===== src/rtl/arcade_input_pkg.sv =====
// arcade_input_pkg: PS/2 scan codes, key-vector layout and joystick bit indices for arcade_input_mapper
package arcade_input_pkg;
  localparam logic [7:0] SC_UP = 8'h75, SC_DOWN = 8'h72, SC_LEFT = 8'h6B, SC_RIGHT = 8'h74;
  localparam logic [7:0] SC_SPACE = 8'h29, SC_CTRL = 8'h14, SC_ALT = 8'h11, SC_SHIFT = 8'h12;
  localparam logic [7:0] SC_Z = 8'h1A, SC_X = 8'h22, SC_1 = 8'h16, SC_5 = 8'h2E;
  localparam logic [7:0] SC_F1 = 8'h05, SC_F2 = 8'h06;
  localparam logic [7:0] SC_R = 8'h2D, SC_F = 8'h2B, SC_D = 8'h23, SC_G = 8'h34;
  localparam logic [7:0] SC_A = 8'h1C, SC_S = 8'h1B, SC_Q = 8'h15, SC_W = 8'h1D;
  localparam logic [7:0] SC_I = 8'h43, SC_K = 8'h42, SC_2 = 8'h1E, SC_6 = 8'h36;
  // Per-player key slice mirrors the joystick word with six button slots: dir[3:0], btn[9:4], start 10, coin 11
  localparam int KPW = 12;
  localparam int KF1 = 24;
  localparam int KW = 26;
  function automatic int idx_btn(input int i);
    return 4 + i;
  endfunction
  function automatic int idx_start(input int nbtn);
    return 4 + nbtn;
  endfunction
  function automatic int idx_coin(input int nbtn);
    return 5 + nbtn;
  endfunction
  function automatic bit cfg_ok(input int np, input int nb);
    return np >= 1 && np <= 4 && nb >= 1 && nb <= 6;
  endfunction
  function automatic logic [KW-1:0] key_hit(input logic e0, input logic [7:0] c);
    logic [5:0] b1, b2;
    b1 = {c == SC_X, c == SC_Z, c == SC_SHIFT, c == SC_ALT, c == SC_CTRL, c == SC_SPACE};
    b2 = {c == SC_K, c == SC_I, c == SC_W, c == SC_Q, c == SC_S, c == SC_A};
    return {c == SC_F2 && !e0, c == SC_F1 && !e0,
            {12{!e0}} & {c == SC_6, c == SC_2, b2, c == SC_R, c == SC_F, c == SC_D, c == SC_G},
            {8{!e0}} & {c == SC_5, c == SC_1, b1},
            c == SC_UP, c == SC_DOWN, c == SC_LEFT, c == SC_RIGHT};
  endfunction
endpackage


===== src/rtl/arcade_input_mapper_coin_stretch.sv =====
// coin_stretch: keeps a coin request active for at least COIN_TICKS cycles after its rising edge
module coin_stretch #(
  parameter logic [15:0] COIN_TICKS = 16'd48000
) (
  input  logic clk_sys,
  input  logic reset_n,
  input  logic raw,
  output logic out
);
  localparam int CW = COIN_TICKS == 16'd0 ? 1 : $clog2(COIN_TICKS + 1);
  logic          r_prev;
  logic [CW-1:0] r_cnt;
  always_ff @(posedge clk_sys or negedge reset_n)
    if (!reset_n) begin
      r_prev <= 1'b0;
      r_cnt  <= '0;
    end else begin
      r_prev <= raw;
      r_cnt  <= (raw && !r_prev) ? CW'(COIN_TICKS) : r_cnt - CW'(r_cnt != '0);
    end
  assign out = raw | (r_cnt != '0);
endmodule


===== src/rtl/arcade_input_mapper.sv =====
// arcade_input_mapper: merges PS/2 key events and joystick words into registered active-low player controls.
// Optional autofire is built when ARCADE_INPUT_AUTOFIRE_EN is defined.
module arcade_input_mapper
  import arcade_input_pkg::*;
#(
  parameter int          NPLAYERS   = 2,
  parameter int          NBTN       = 3,
  parameter logic [15:0] COIN_TICKS = 16'd48000,
  parameter logic [19:0] AF_DIV     = 20'd400000
) (
  input  logic                     clk_sys,
  input  logic                     reset_n,
  input  logic [10:0]              ps2_key,
  input  logic [16*NPLAYERS-1:0]   joy,
  input  logic                     cocktail,
  input  logic                     kb_clear,
  input  logic [NBTN-1:0]          autofire_mask,
  output logic [4*NPLAYERS-1:0]    out_dir,
  output logic [NBTN*NPLAYERS-1:0] out_btn,
  output logic [NPLAYERS-1:0]      out_start,
  output logic [NPLAYERS-1:0]      out_coin,
  output logic                     coin_any
);
  if (!cfg_ok(NPLAYERS, NBTN)) begin : g_bad_cfg
    $error("arcade_input_mapper: NPLAYERS must be 1..4 and NBTN 1..6");
  end
  logic          r_init, r_tog;
  logic [KW-1:0] r_keys;
  logic [KW-1:0] w_hit;
  logic          w_evt;
  logic          w_unused;
  assign w_hit = key_hit(ps2_key[8], ps2_key[7:0]);
  // The first cycle out of reset only primes the toggle copy so a stale toggle is not taken as an event
  assign w_evt = r_init && (ps2_key[10] != r_tog);
  always_ff @(posedge clk_sys or negedge reset_n)
    if (!reset_n) begin
      r_init <= 1'b0;
      r_tog  <= 1'b0;
      r_keys <= '0;
    end else begin
      r_init <= 1'b1;
      r_tog  <= ps2_key[10];
      r_keys <= kb_clear ? '0 : !w_evt ? r_keys : ps2_key[9] ? r_keys | w_hit : r_keys & ~w_hit;
    end
  logic [NPLAYERS-1:0][3:0]      w_dir, w_dir_m;
  logic [NPLAYERS-1:0][NBTN-1:0] w_btn, w_btn_m, w_btn_f;
  logic [NPLAYERS-1:0]           w_start, w_coin_raw, w_coin;
  logic [4*NPLAYERS-1:0]         w_dir_o;
  for (genvar p = 0; p < NPLAYERS; p++) begin : g_p
    logic [3:0]      w_kd;
    logic [NBTN-1:0] w_kb;
    logic            w_ks, w_kc;
    if (p < 2) begin : g_kb
      assign w_kd = r_keys[KPW*p +: 4];
      assign w_kb = r_keys[KPW*p + idx_btn(0) +: NBTN];
      assign w_ks = r_keys[KPW*p + 10] | r_keys[KF1 + p];
      assign w_kc = r_keys[KPW*p + 11] | r_keys[KF1 + p];
    end else begin : g_nokb
      assign w_kd = '0;
      assign w_kb = '0;
      assign w_ks = 1'b0;
      assign w_kc = 1'b0;
    end
    assign w_dir[p]      = w_kd | joy[16*p +: 4];
    assign w_btn[p]      = w_kb | joy[16*p + idx_btn(0) +: NBTN];
    assign w_start[p]    = w_ks | joy[16*p + idx_start(NBTN)];
    assign w_coin_raw[p] = w_kc | joy[16*p + idx_coin(NBTN)];
    // Upright cabinet: P2 sticks and buttons also drive P1; start and coin stay separate
    if (p == 0 && NPLAYERS > 1) begin : g_merge
      assign w_dir_m[p] = cocktail ? w_dir[0] : w_dir[0] | w_dir[1];
      assign w_btn_m[p] = cocktail ? w_btn[0] : w_btn[0] | w_btn[1];
    end else begin : g_own
      assign w_dir_m[p] = w_dir[p];
      assign w_btn_m[p] = w_btn[p];
    end
    assign w_dir_o[4*p +: 4] = {w_dir_m[p][1], w_dir_m[p][0], w_dir_m[p][3], w_dir_m[p][2]};
    coin_stretch #(.COIN_TICKS(COIN_TICKS)) u_coin (
      .clk_sys(clk_sys),
      .reset_n(reset_n),
      .raw    (w_coin_raw[p]),
      .out    (w_coin[p])
    );
  end
`ifdef ARCADE_INPUT_AUTOFIRE_EN
  logic        r_af_phase;
  logic [19:0] r_af_cnt;
  logic        w_af_held;
  always_comb begin
    w_af_held = 1'b0;
    w_btn_f   = w_btn_m;
    for (int i = 0; i < NPLAYERS; i++) begin
      w_af_held  = w_af_held | (|(w_btn_m[i] & autofire_mask));
      w_btn_f[i] = w_btn_m[i] & ~(autofire_mask & {NBTN{~r_af_phase}});
    end
  end
  // Phase restarts high whenever no autofire button is held, so a fresh press fires at once
  always_ff @(posedge clk_sys or negedge reset_n)
    if (!reset_n) begin
      r_af_cnt   <= '0;
      r_af_phase <= 1'b1;
    end else if (!w_af_held) begin
      r_af_cnt   <= '0;
      r_af_phase <= 1'b1;
    end else if (r_af_cnt == AF_DIV - 20'd1) begin
      r_af_cnt   <= '0;
      r_af_phase <= ~r_af_phase;
    end else begin
      r_af_cnt <= r_af_cnt + 20'd1;
    end
  assign w_unused = ^{joy, r_keys};
`else
  assign w_btn_f  = w_btn_m;
  assign w_unused = ^{joy, r_keys, autofire_mask, AF_DIV};
`endif
  always_ff @(posedge clk_sys or negedge reset_n)
    if (!reset_n) begin
      out_dir   <= '1;
      out_btn   <= '1;
      out_start <= '1;
      out_coin  <= '1;
      coin_any  <= 1'b0;
    end else begin
      out_dir   <= ~w_dir_o;
      out_btn   <= ~w_btn_f;
      out_start <= ~w_start;
      out_coin  <= ~w_coin;
      coin_any  <= |w_coin;
    end
endmodule


===== config.mk =====
export PLATFORM = sky130hd
export DESIGN_NAME = arcade_input_mapper
export DESIGN_NICKNAME = d
export VERILOG_FILES = /design/src/rtl/arcade_input_pkg.sv /design/src/rtl/arcade_input_mapper_coin_stretch.sv /design/src/rtl/arcade_input_mapper.sv
export SDC_FILE = /design/constraint.sdc
export NUM_CORES = 1
export LEC_CHECK = 0
export ABC_AREA = 1
export BUFFER_PORTS_ARGS = -buffer_cell sky130_fd_sc_hd__buf_2
export CAP_MARGIN = 15
export CORE_AREA = 2 2 101 79
export CTS_CLUSTER_SIZE = 10
export DETAILED_ROUTE_END_ITERATION = 10
export DIE_AREA = 0 0 103 81
export HOLD_SLACK_MARGIN = 0.15
export PLACE_DENSITY = 0.85
export SLEW_MARGIN = 20
export SYNTH_ARGS = -nofsm -noshare
export SYNTH_HDL_FRONTEND = slang
export SYNTH_SLANG_ARGS = --single-unit

===== constraint.sdc =====
create_clock -name clk_sys -period 5.2 [get_ports clk_sys]
set_input_delay 0.78 -clock clk_sys [delete_from_list [all_inputs] [get_ports clk_sys]]
set_output_delay 0.78 -clock clk_sys [all_outputs]
set_load 0.02 [all_outputs]

==> flow_summary.yaml, run 1 <==
floorplanning:
  initial_core_util: 0.527
  ios: 69
  dieArea_sq_mm: 0.00834
  die_w_um: 103
  core_sq_mm: 0.00750
  die_y_um: 81
  fp-row-count: 28
critical_path:
  r2r_start: "g_p[0].u_coin.r_cnt[13]"
  timing.rr.end: "g_p[0].u_coin.r_cnt[4]"
  cp-start-kind: "flip-flop"
  critical_path_class: "flip-flop to flip-flop"
  cp.required_ns: 5.43
  r2r_setup_slack_ns: 3.11
  cp-end-kind: "flip-flop"
  critPathMaxFanout: 4
  reg2reg_depth: 9
  crit_arrival_ns: 2.32
synthesis:
  ys_seq_area_frac: 0.481
  ys.flop_type: "dfrtp_1"
  ys_top_cells_by_area: "dfrtp_1 (36%), dfstp_2 (12%), nand2_1 (12%), nand3_1 (8.6%), inv_1 (6.6%)"
  yosys_register_bits: 75
  synth-edff-count: 0
  synth_top_cell_area_share: 0.361
  synth_area_per_cell_sq_um: 7.79
  syn_inst: 507
  yosysWarnings: 0
  synth_area_sq_mm: 0.00395
  ys_async_sr_fraction: 1.00
  synth_cell_types: 31
  yosys.area.top_type: "dfrtp_1"
  syn_nets: 561
clock_tree:
  cts_buffers: 9
  root_buffer: "clkbuf_8"
  cts_max_path_buffers: 2
  ctsResizeCount: 0
  path_clk_slew_ns: 0.08
  cts_hold_buffers: 0
  cts_tree: "yes"
  cts_htree_levels: 3
  clkLatencyLatePin_ns: 0.35
  cts.sinks: 75
  postCtsSetupBuffers: 0
routing:
  final_antenna_net_count: 0
  routed_wl_mm: 8.45
  drt_iter0_markers: 190
  drt-pass1-iter-count: 5
  remaining_drc_errors: 0
  routedWlPerCell_um: 12.5
  vias_per_cell: 5.08
  vias: 3430
cells_and_area:
  antenna_cells: 0
  stdcell_count: 675
  drive_above_1_share: 0.242
  syn2layout_area_growth_pct: 14.9
  nets: 619
  final_cell_mix: "nand2_1 (121), inv_1 (69), nand3_1 (68)"
  layout_commonest_cell: "nand2_1"
worst_hold_path:
  hold_path.class: "flip-flop to flip-flop"
  holdPathStages: 1
  hold_path.startpoint: "r_keys[5]"
  min_to: "out_btn[1]"
sta:
  fin_skew_ns: 0.0122
  fmax_mhz: 478
  tightest_slew_ns: 0.914
  hold_viol: 0
  rsz0062_at_grt: "no"
  setup_tns_ns: 0
  max-slew-margin-rel: 0.391
  fin_crit_sh: 0.402
  setup_ws_ns: 3.11
  drv_slew: 0
  setup_violations: 0
  period_minus_slack_ns: 2.09
global_route:
  grt_pass1_vias: 3319
  grt_use_total: 0.227
  gr-total-overflow: 0
  antenna_found_initial: 0
  grt_pass1_wl_mm: 14.7
  grt_max_degree: 76
place:
  gp_congestion: 0.888
  pre_cts_slack_ns: 3.14
  portBuffers: 51
  dp.cells: 659
  dpl.hpwl_mm: 6.18
pwr:
  powerDensity_mw_per_mm2: 331
  leakage_uw: 0.00228
  irDropWorstVdd_uv: 195
status:
  status: "finished, final reports clean"
flow_run:
  maxCapViolations: 0
==> kinds of logic (layout without fill, tap and decap cells) <==
kind of cell	Yosys count	count (layout)	synth area share
AO/OA/AOI/OAI	32	32	0.0434
buffers and inverters	83	146	0.0808
XOR/XNOR	2	2	0.00444
flip-flops	75	75	0.481
AND/OR/NAND/NOR	310	310	0.377
other	1	1	0.000950
adder cells (fa/ha/maj)	4	4	0.0127
==> cell type report <==
cell class | count | area [sq um]
timing repair buffer | 53 | 273
sequential | 75 | 1900
multi-input combinational | 349 | 1730
fill | 673 | 2960
clock inverter | 3 | 45.0
inverter | 77 | 289
clock buffer | 13 | 169
tap | 105 | 131
==> sequential cells by signal, summed over array words and instances, names as in the netlist <==
signal	count
out_start	2
coin_any	1
out_btn	6
r_keys	20
g_p.u_coin.r_prev	2
r_tog	1
out_coin	2
out_dir	8
g_p.u_coin.r_cnt	32
r_init	1
==> Yosys cell counts (3+ instances only) <==
| master | n |
|---|---|
| nand2_1 | 121 |
| inv_1 | 69 |
| nand3_1 | 68 |
| dfrtp_1 | 57 |
| nor2_1 | 52 |
| dfstp_2 | 18 |
| nor2_2 | 16 |
| a21oi_1 | 13 |
| nand4_1 | 12 |
| o21ai_0 | 12 |
| nor3_1 | 11 |
| nor2_4 | 10 |
| nand2_2 | 9 |
| inv_2 | 8 |
| ha_1 | 4 |
| nand3_2 | 4 |
| buf_2 | 3 |
| o21ai_1 | 3 |
==> per-stage QoR <==
stage | total power (uW) | hold slack (ns) | utilization | instance area [sq um]
after floorplan | 944 | 0.374 | - | 3950
after global placement | 1020 | 0.411 | 0.576 | 4320
after detailed placement | 1040 | 0.415 | 0.576 | 4320
after CTS | 1510 | 0.415 | 0.605 | 4540
after global routing | 1600 | 0.443 | 0.605 | 4540
final | 1500 | 0.412 | 0.605 | 4540
==> how the worst max path moves through the flow <==
stage / start / to / slack, ns / depth (start not counted)
global route: g_p[0].u_coin.r_cnt[13] / g_p[0].u_coin.r_cnt[4] / 2.99 / 9
finish: g_p[0].u_coin.r_cnt[13] / g_p[0].u_coin.r_cnt[4] / 3.11 / 9
detailed placement: g_p[0].u_coin.r_cnt[12] / g_p[0].u_coin.r_cnt[4] / 3.14 / 9
floorplan: g_p[0].u_coin.r_cnt[11] / g_p[0].u_coin.r_cnt[4] / 3.42 / 10
global placement: g_p[0].u_coin.r_cnt[12] / g_p[0].u_coin.r_cnt[4] / 3.22 / 9
CTS: g_p[0].u_coin.r_cnt[13] / g_p[0].u_coin.r_cnt[4] / 3.14 / 9
==> where the power goes <==
part           internal, uW  switching, uW
logic                   105            228
clock network           261            207
registers               650           50.4
==> per-layer routing <==
metal  vias up  wire [um]  share of wire  track usage
met2        98       4030           0.48        0.375
met3        12        485          0.057       0.0628
met1      1592       3840           0.45        0.293
li1       1728          -              -            -
met5         -          0              0            0
met4         0         96          0.011       0.0671
==> worst max-delay path, stage by stage (launching register included) <==
cell and delay (ns):
dfrtp_1 0.40, nor2_1 0.22, nand3_1 0.11, nand3b_2 0.24, ha_1 0.23, ha_1 0.22
nand3_1 0.19, inv_1 0.12, o21ai_0 0.18, a21oi_1 0.06
(Power assumes the default switching activity.)
==> run 2, diff against run 1 <==
CORE_AREA = 2 2 105 82   (was 2 2 101 79)
DIE_AREA = 0 0 107 84   (was 0 0 103 81)
PLACE_DENSITY = 0.83   (was 0.85)
clock period = 1.8 ns   (was 5.2 ns; I/O delays follow)
==> flow_summary.yaml, run 2 (synthesis gave the netlist of run 1 again) <==
sta:
  hold_viol: 0
  rsz0062_at_grt: "yes"
  fmax_mhz: 555
  max-slew-margin-rel: 0.603
  fin_skew_ns: 0.00989
  setup_violations: 1
  setup_ws_ns: -0.00288
  hold_slack_ns: 0.205
  tightest_slew_ns: 0.595
  setup_tns_ns: -0.00288
  drv_slew: 0
  period_minus_slack_ns: 1.80
  fin_crit_sh: 1.00
critical_path:
  cp-start-kind: "flip-flop"
  cp-end-kind: "flip-flop"
  r2r_setup_slack_ns: -0.003
  path_cells: "nor2_2 > nand2_2 > nor2_4 > nand3b_4 > ha_4 > ha_4 > nand3_4 > nor2_4 > nand2_1 > nand2_1 > a21oi_1"
  crit_arrival_ns: 2.07
  critical_path_class: "flip-flop to flip-flop"
  slowest_delay_ns: 0.40
  critPathMaxFanout: 7
  crit_buf_inv: 0
  crit_family: "simple AND/OR/NAND/NOR gates"
  cp.required_ns: 2.07
  slowest_stage: "dfrtp_1"
place:
  portBuffers: 51
  placed_cell_area_sq_mm: 0.00455
  dp.cells: 690
  gp_congestion: 0.867
  dpl.hpwl_mm: 6.59
cells_and_area:
  top_register: "g_p.u_coin.r_cnt"
  nets: 687
  reg.largest.list: "g_p.u_coin.r_cnt x32, r_keys x20, out_dir x8"
  stdcell_count: 746
  stdcell_area_sq_mm: 0.00526
  largest_register_ffs: 32
  syn2layout_area_growth_pct: 33.3
  final_cell_mix: "nand2_1 (118), inv_1 (66), nand3_1 (64)"
  layout_commonest_cell: "nand2_1"
  drive_above_1_share: 0.328
  antenna_cells: 0
global_route:
  grt_pass1_wl_mm: 16.6
  antenna_found_initial: 0
  grt_pass1_vias: 3732
  gr-total-overflow: 0
  grt_max_degree: 55
  grt_use_total: 0.233
routing:
  vias_per_cell: 5.12
  wl_met3_um: 604
  routed_wl_mm: 10.4
  routedWlPerCell_um: 14.0
  wl_met1_mm: 4.34
  drt-pass1-iter-count: 6
  drt_iter0_markers: 242
  vias: 3822
  remaining_drc_errors: 0
  routed-wl-met2_mm: 5.25
  top_layer_used: "met4"
  final_antenna_net_count: 0
clock_tree:
  cts.sinks: 75
  clkLatencyLatePin_ns: 0.36
  cts_buffers: 9
  root_buffer: "clkbuf_8"
  cts_htree_levels: 3
  cts_tree: "yes"
  path_clk_slew_ns: 0.08
  cts_max_path_buffers: 2
pwr:
  leakage_uw: 0.00268
  powerDensity_mw_per_mm2: 935
  irDropWorstVdd_uv: 453
floorplanning:
  dieArea_sq_mm: 0.00899
  die_w_um: 107
  ios: 69
  die_y_um: 84
  initial_core_util: 0.488
  fp-row-count: 29
  core_sq_mm: 0.00809
status:
  status: "finished with violations"
  violations: "negative setup slack"
worst_hold_path:
  hold_path.class: "input pin to flip-flop"
flow_run:
  maxCapViolations: 0
[run 2: area by class of cell]
type | instances | area (sq um)
flip-flops and latches | 75 | 1900
clock buffers | 11 | 141
clock inverters | 5 | 52.6
fillers | 636 | 2830
inverters | 77 | 289
repair buffers | 121 | 845
multi-input cells | 349 | 1900
well taps | 108 | 135
[run 2: worst min-delay path, cell delays in order]
cell and delay (ns):
buf_2 0.09, inv_1 0.05, nand3_2 0.10
[run 2: what timing repair did]
item | in CTS | in global routing
gates cloned | 0 | 0
endpoints found under the setup margin | 16 | 24
buffers inserted | 13 | 10
resized for setup | 11 | 29
hold buffers | 18 | 0
pin swaps | 4 | 19
hold endpoints to repair | 38 | 0
[run 2: power breakdown]
part	switching (uW)	internal [uW]
Sequential	134	1880
Combinational	934	682
Clock	617	671
[run 2: worst paths after layout]
kind,start,to,cells past startpoint
max,g_p[0].u_coin.r_cnt[4],g_p[0].u_coin.r_cnt[14],11
min,joy[8],g_p[0].u_coin.r_prev,3
max reg2reg,g_p[0].u_coin.r_cnt[4],g_p[0].u_coin.r_cnt[14],11
min reg2reg,r_keys[4],out_btn[0],1
max in group asynchronous,reset_n,out_start[0],3
min in group asynchronous,reset_n,g_p[0].u_coin.r_cnt[11],2
[run 2: per-stage QoR]
step	total power, uW	setup slack (ns)	utilization
final	4920	-0.00288	0.650
after global routing	5180	-0.113	0.650
after CTS	4570	0.00822	0.625
after detailed placement	3180	-0.189	0.562
after global placement	3120	-0.0799	0.562
after floorplan	2730	0.0181	-
[run 2: metal layers]
layer / vias up / track usage
li1: 1859 / -
met1: 1806 / 0.301
met2: 134 / 0.390
met3: 23 / 0.0422
met4: 0 / 0.0909
met5: - / 0
==> run 3, diff against run 2 <==
ABC_AREA = 0   (was 1)
CELL_PAD_IN_SITES_DETAIL_PLACEMENT = 1   (was unset)
CELL_PAD_IN_SITES_GLOBAL_PLACEMENT = 1   (was unset)
CORE_AREA = 2 2 115 89   (was 2 2 105 82)
DIE_AREA = 0 0 117 91   (was 0 0 107 84)
PLACE_DENSITY = 0.82   (was 0.83)
==> flow_summary.yaml, run 3 <==
synthesis:
  syn_nets: 381
  synth-edff-count: 0
  syn_inst: 327
  ys_top_cells_by_area: "dfrtp_1 (39%), dfstp_2 (13%), nor2_1 (6.2%), mux2i_1 (5.5%), xor2_1 (3.9%)"
  synthTopCellsByCount: "nor2_1 (60), dfrtp_1 (57), mux2i_1 (20), nand2_1 (19), dfstp_2 (18)"
  yosys.area.top_type: "dfrtp_1"
  synth_top_cell_area_share: 0.393
  yosys_register_bits: 75
  post-synth-top-count-cell: "nor2_1"
  synth_cell_types: 48
  ys_async_sr_fraction: 1.00
  ys.flop_type: "dfrtp_1"
  ys_seq_area_frac: 0.523
  synth_area_sq_mm: 0.00363
  synth_area_per_cell_sq_um: 11.1
  yosysWarnings: 0
routing:
  routedWlPerCell_um: 18.4
  routed_wl_mm: 10.9
  drt-pass1-iter-count: 4
  vias_per_cell: 5.18
  vias: 3069
  final_antenna_net_count: 0
  drt_iter0_markers: 134
  remaining_drc_errors: 0
sta:
  drv_slew: 0
  fin_crit_sh: 1.19
  hold_viol: 0
  fmax_mhz: 467
  setup_ws_ns: -0.341
  rsz0062_at_grt: "yes"
  tightest_slew_ns: 0.751
  period_minus_slack_ns: 2.14
  fin_skew_ns: 0.00837
  max-slew-margin-rel: 0.498
  setup_violations: 20
floorplanning:
  ios: 69
  die_y_um: 91
  initial_core_util: 0.382
  fp-row-count: 31
  die_w_um: 117
  core_sq_mm: 0.00950
  dieArea_sq_mm: 0.0106
cells_and_area:
  drive_above_1_share: 0.432
  top_register: "g_p.u_coin.r_cnt"
  largest_register_ffs: 32
  antenna_cells: 0
  final_cell_mix: "nor2_1 (59), buf_4 (58), dfrtp_1 (57)"
  layout_commonest_cell: "nor2_1"
  syn2layout_area_growth_pct: 43.5
  stdcell_area_sq_mm: 0.00521
  nets: 510
  reg.largest.list: "g_p.u_coin.r_cnt x32, r_keys x20, out_dir x8"
clock_tree:
  clkLatencyLatePin_ns: 0.34
  cts_buffers: 9
  path_clk_slew_ns: 0.06
  cts_tree: "yes"
  root_buffer: "clkbuf_16"
  cts_max_path_buffers: 2
  cts.sinks: 75
  cts_htree_levels: 3
place:
  placed_cell_area_sq_mm: 0.00447
  gp_congestion: 0.875
  pre_cts_slack_ns: -0.368
  portBuffers: 51
  dpl.hpwl_mm: 7.01
critical_path:
  slowest_stage: "or4b_4"
  cp-end-kind: "flip-flop"
  crit_arrival_ns: 2.40
  r2r_setup_slack_ns: -0.34
  critical_path_class: "flip-flop to flip-flop"
  reg2reg_depth: 8
  timing.rr.end: "g_p[1].u_coin.r_cnt[5]"
  slowest_delay_ns: 0.54
  cp-start-kind: "flip-flop"
  critPathMaxFanout: 6
  r2r_start: "g_p[1].u_coin.r_cnt[11]"
  path_cells: "nor4_4 > and3b_2 > and3_4 > inv_4 > ha_4 > or4b_4 > or3_1 > a21oi_1"
  cp.required_ns: 2.06
global_route:
  grt_use_total: 0.218
  gr-total-overflow: 0
  antenna_found_initial: 0
  grt_max_degree: 49
  grt_pass1_wl_mm: 17.5
  grt_pass1_vias: 3303
status:
  violations: "negative setup slack"
  status: "finished with violations"
worst_hold_path:
  hold_path.startpoint: "joy[24]"
  hold_path.class: "input pin to flip-flop"
  min_to: "g_p[1].u_coin.r_prev"
  holdPathStages: 3
pwr:
  powerDensity_mw_per_mm2: 1100
  irDropWorstVdd_uv: 804
  leakage_uw: 0.00221
flow_run:
  maxCapViolations: 0
run 3: kinds of logic after synthesis:
family                   after synthesis  synth area share
AND/OR/NAND/NOR                      175             0.300
multiplexers                          20            0.0551
XOR/XNOR                              24            0.0651
AO/OA/AOI/OAI                         10            0.0155
adder cells (fa/ha/maj)                4            0.0138
flip-flops                            75             0.523
other                                  1           0.00103
buffers and inverters                 18            0.0262
run 3: cell type report:
cell class / instances / area (sq um)
fillers: 1042 / 4290
clock buffers: 11 / 233
multi-input cells: 234 / 1890
repair buffers: 130 / 920
inverters: 6 / 25.0
well taps: 132 / 165
flip-flops and latches: 75 / 1900
clock inverters: 5 / 80.1
run 3: timing repair:
item | CTS | global route
hold buffers | 18 | 0
gates resized for setup | 23 | 13
setup buffers | 6 | 5
endpoints found under the setup margin | 29 | 30
hold endpoints to repair | 29 | 0
pin swaps | 33 | 31
run 3: power by group:
part | internal (uW) | total [uW] | switching [uW]
combinational | 841 | 1780 | 935
clock | 1210 | 1920 | 703
sequential | 1880 | 2040 | 158
total | 3940 | 5730 | 1800
run 3: worst max-delay path by stage:
stage                                  startpoint                      end  depth (start not counted)
after floorplan            g_p[1].u_coin.r_cnt[8]   g_p[1].u_coin.r_cnt[5]                          9
after global placement     g_p[1].u_coin.r_cnt[9]  g_p[1].u_coin.r_cnt[14]                         10
after detailed placement   g_p[1].u_coin.r_cnt[9]  g_p[1].u_coin.r_cnt[12]                         10
after CTS                  g_p[1].u_coin.r_cnt[8]  g_p[1].u_coin.r_cnt[12]                         10
after global routing       g_p[1].u_coin.r_cnt[9]  g_p[1].u_coin.r_cnt[14]                         10
final                     g_p[1].u_coin.r_cnt[11]   g_p[1].u_coin.r_cnt[5]                          8
run 3: layer usage:
metal | share of wire | up-vias | wire length [um] | track usage
li1 | - | 1415 | - | -
met1 | 0.42 | 1592 | 4640 | 0.277
met3 | 0.028 | 12 | 308 | 0.0541
met5 | 0 | - | 0 | 0
met4 | 0.013 | 0 | 144 | 0.0559
met2 | 0.53 | 50 | 5840 | 0.370
run 3: critical path: cells and delay by family, from the launching register on:
kind                     cells  cell delay [ns]
AND/OR/NAND/NOR              5             1.33
flip-flops                   1             0.40
AO/OA/AOI/OAI                1             0.12
adder cells (fa/ha/maj)      1             0.14
buffers and inverters        1             0.06
run 3: through the flow:
stage / hold slack (ns) / std cells / setup TNS [ns] / util / total power, uW
finish: 0.231 / 593 / -4.43 / 0.548 / 5730
detailed placement: 0.216 / 550 / -5.42 / 0.470 / 3450
global placement: 0.204 / 550 / -3.36 / 0.470 / 3350
floorplan: -0.0256 / 327 / -3.48 / - / 2800
global route: 0.240 / 593 / -7.05 / 0.548 / 6000
CTS: 0.218 / 589 / -4.21 / 0.539 / 5620
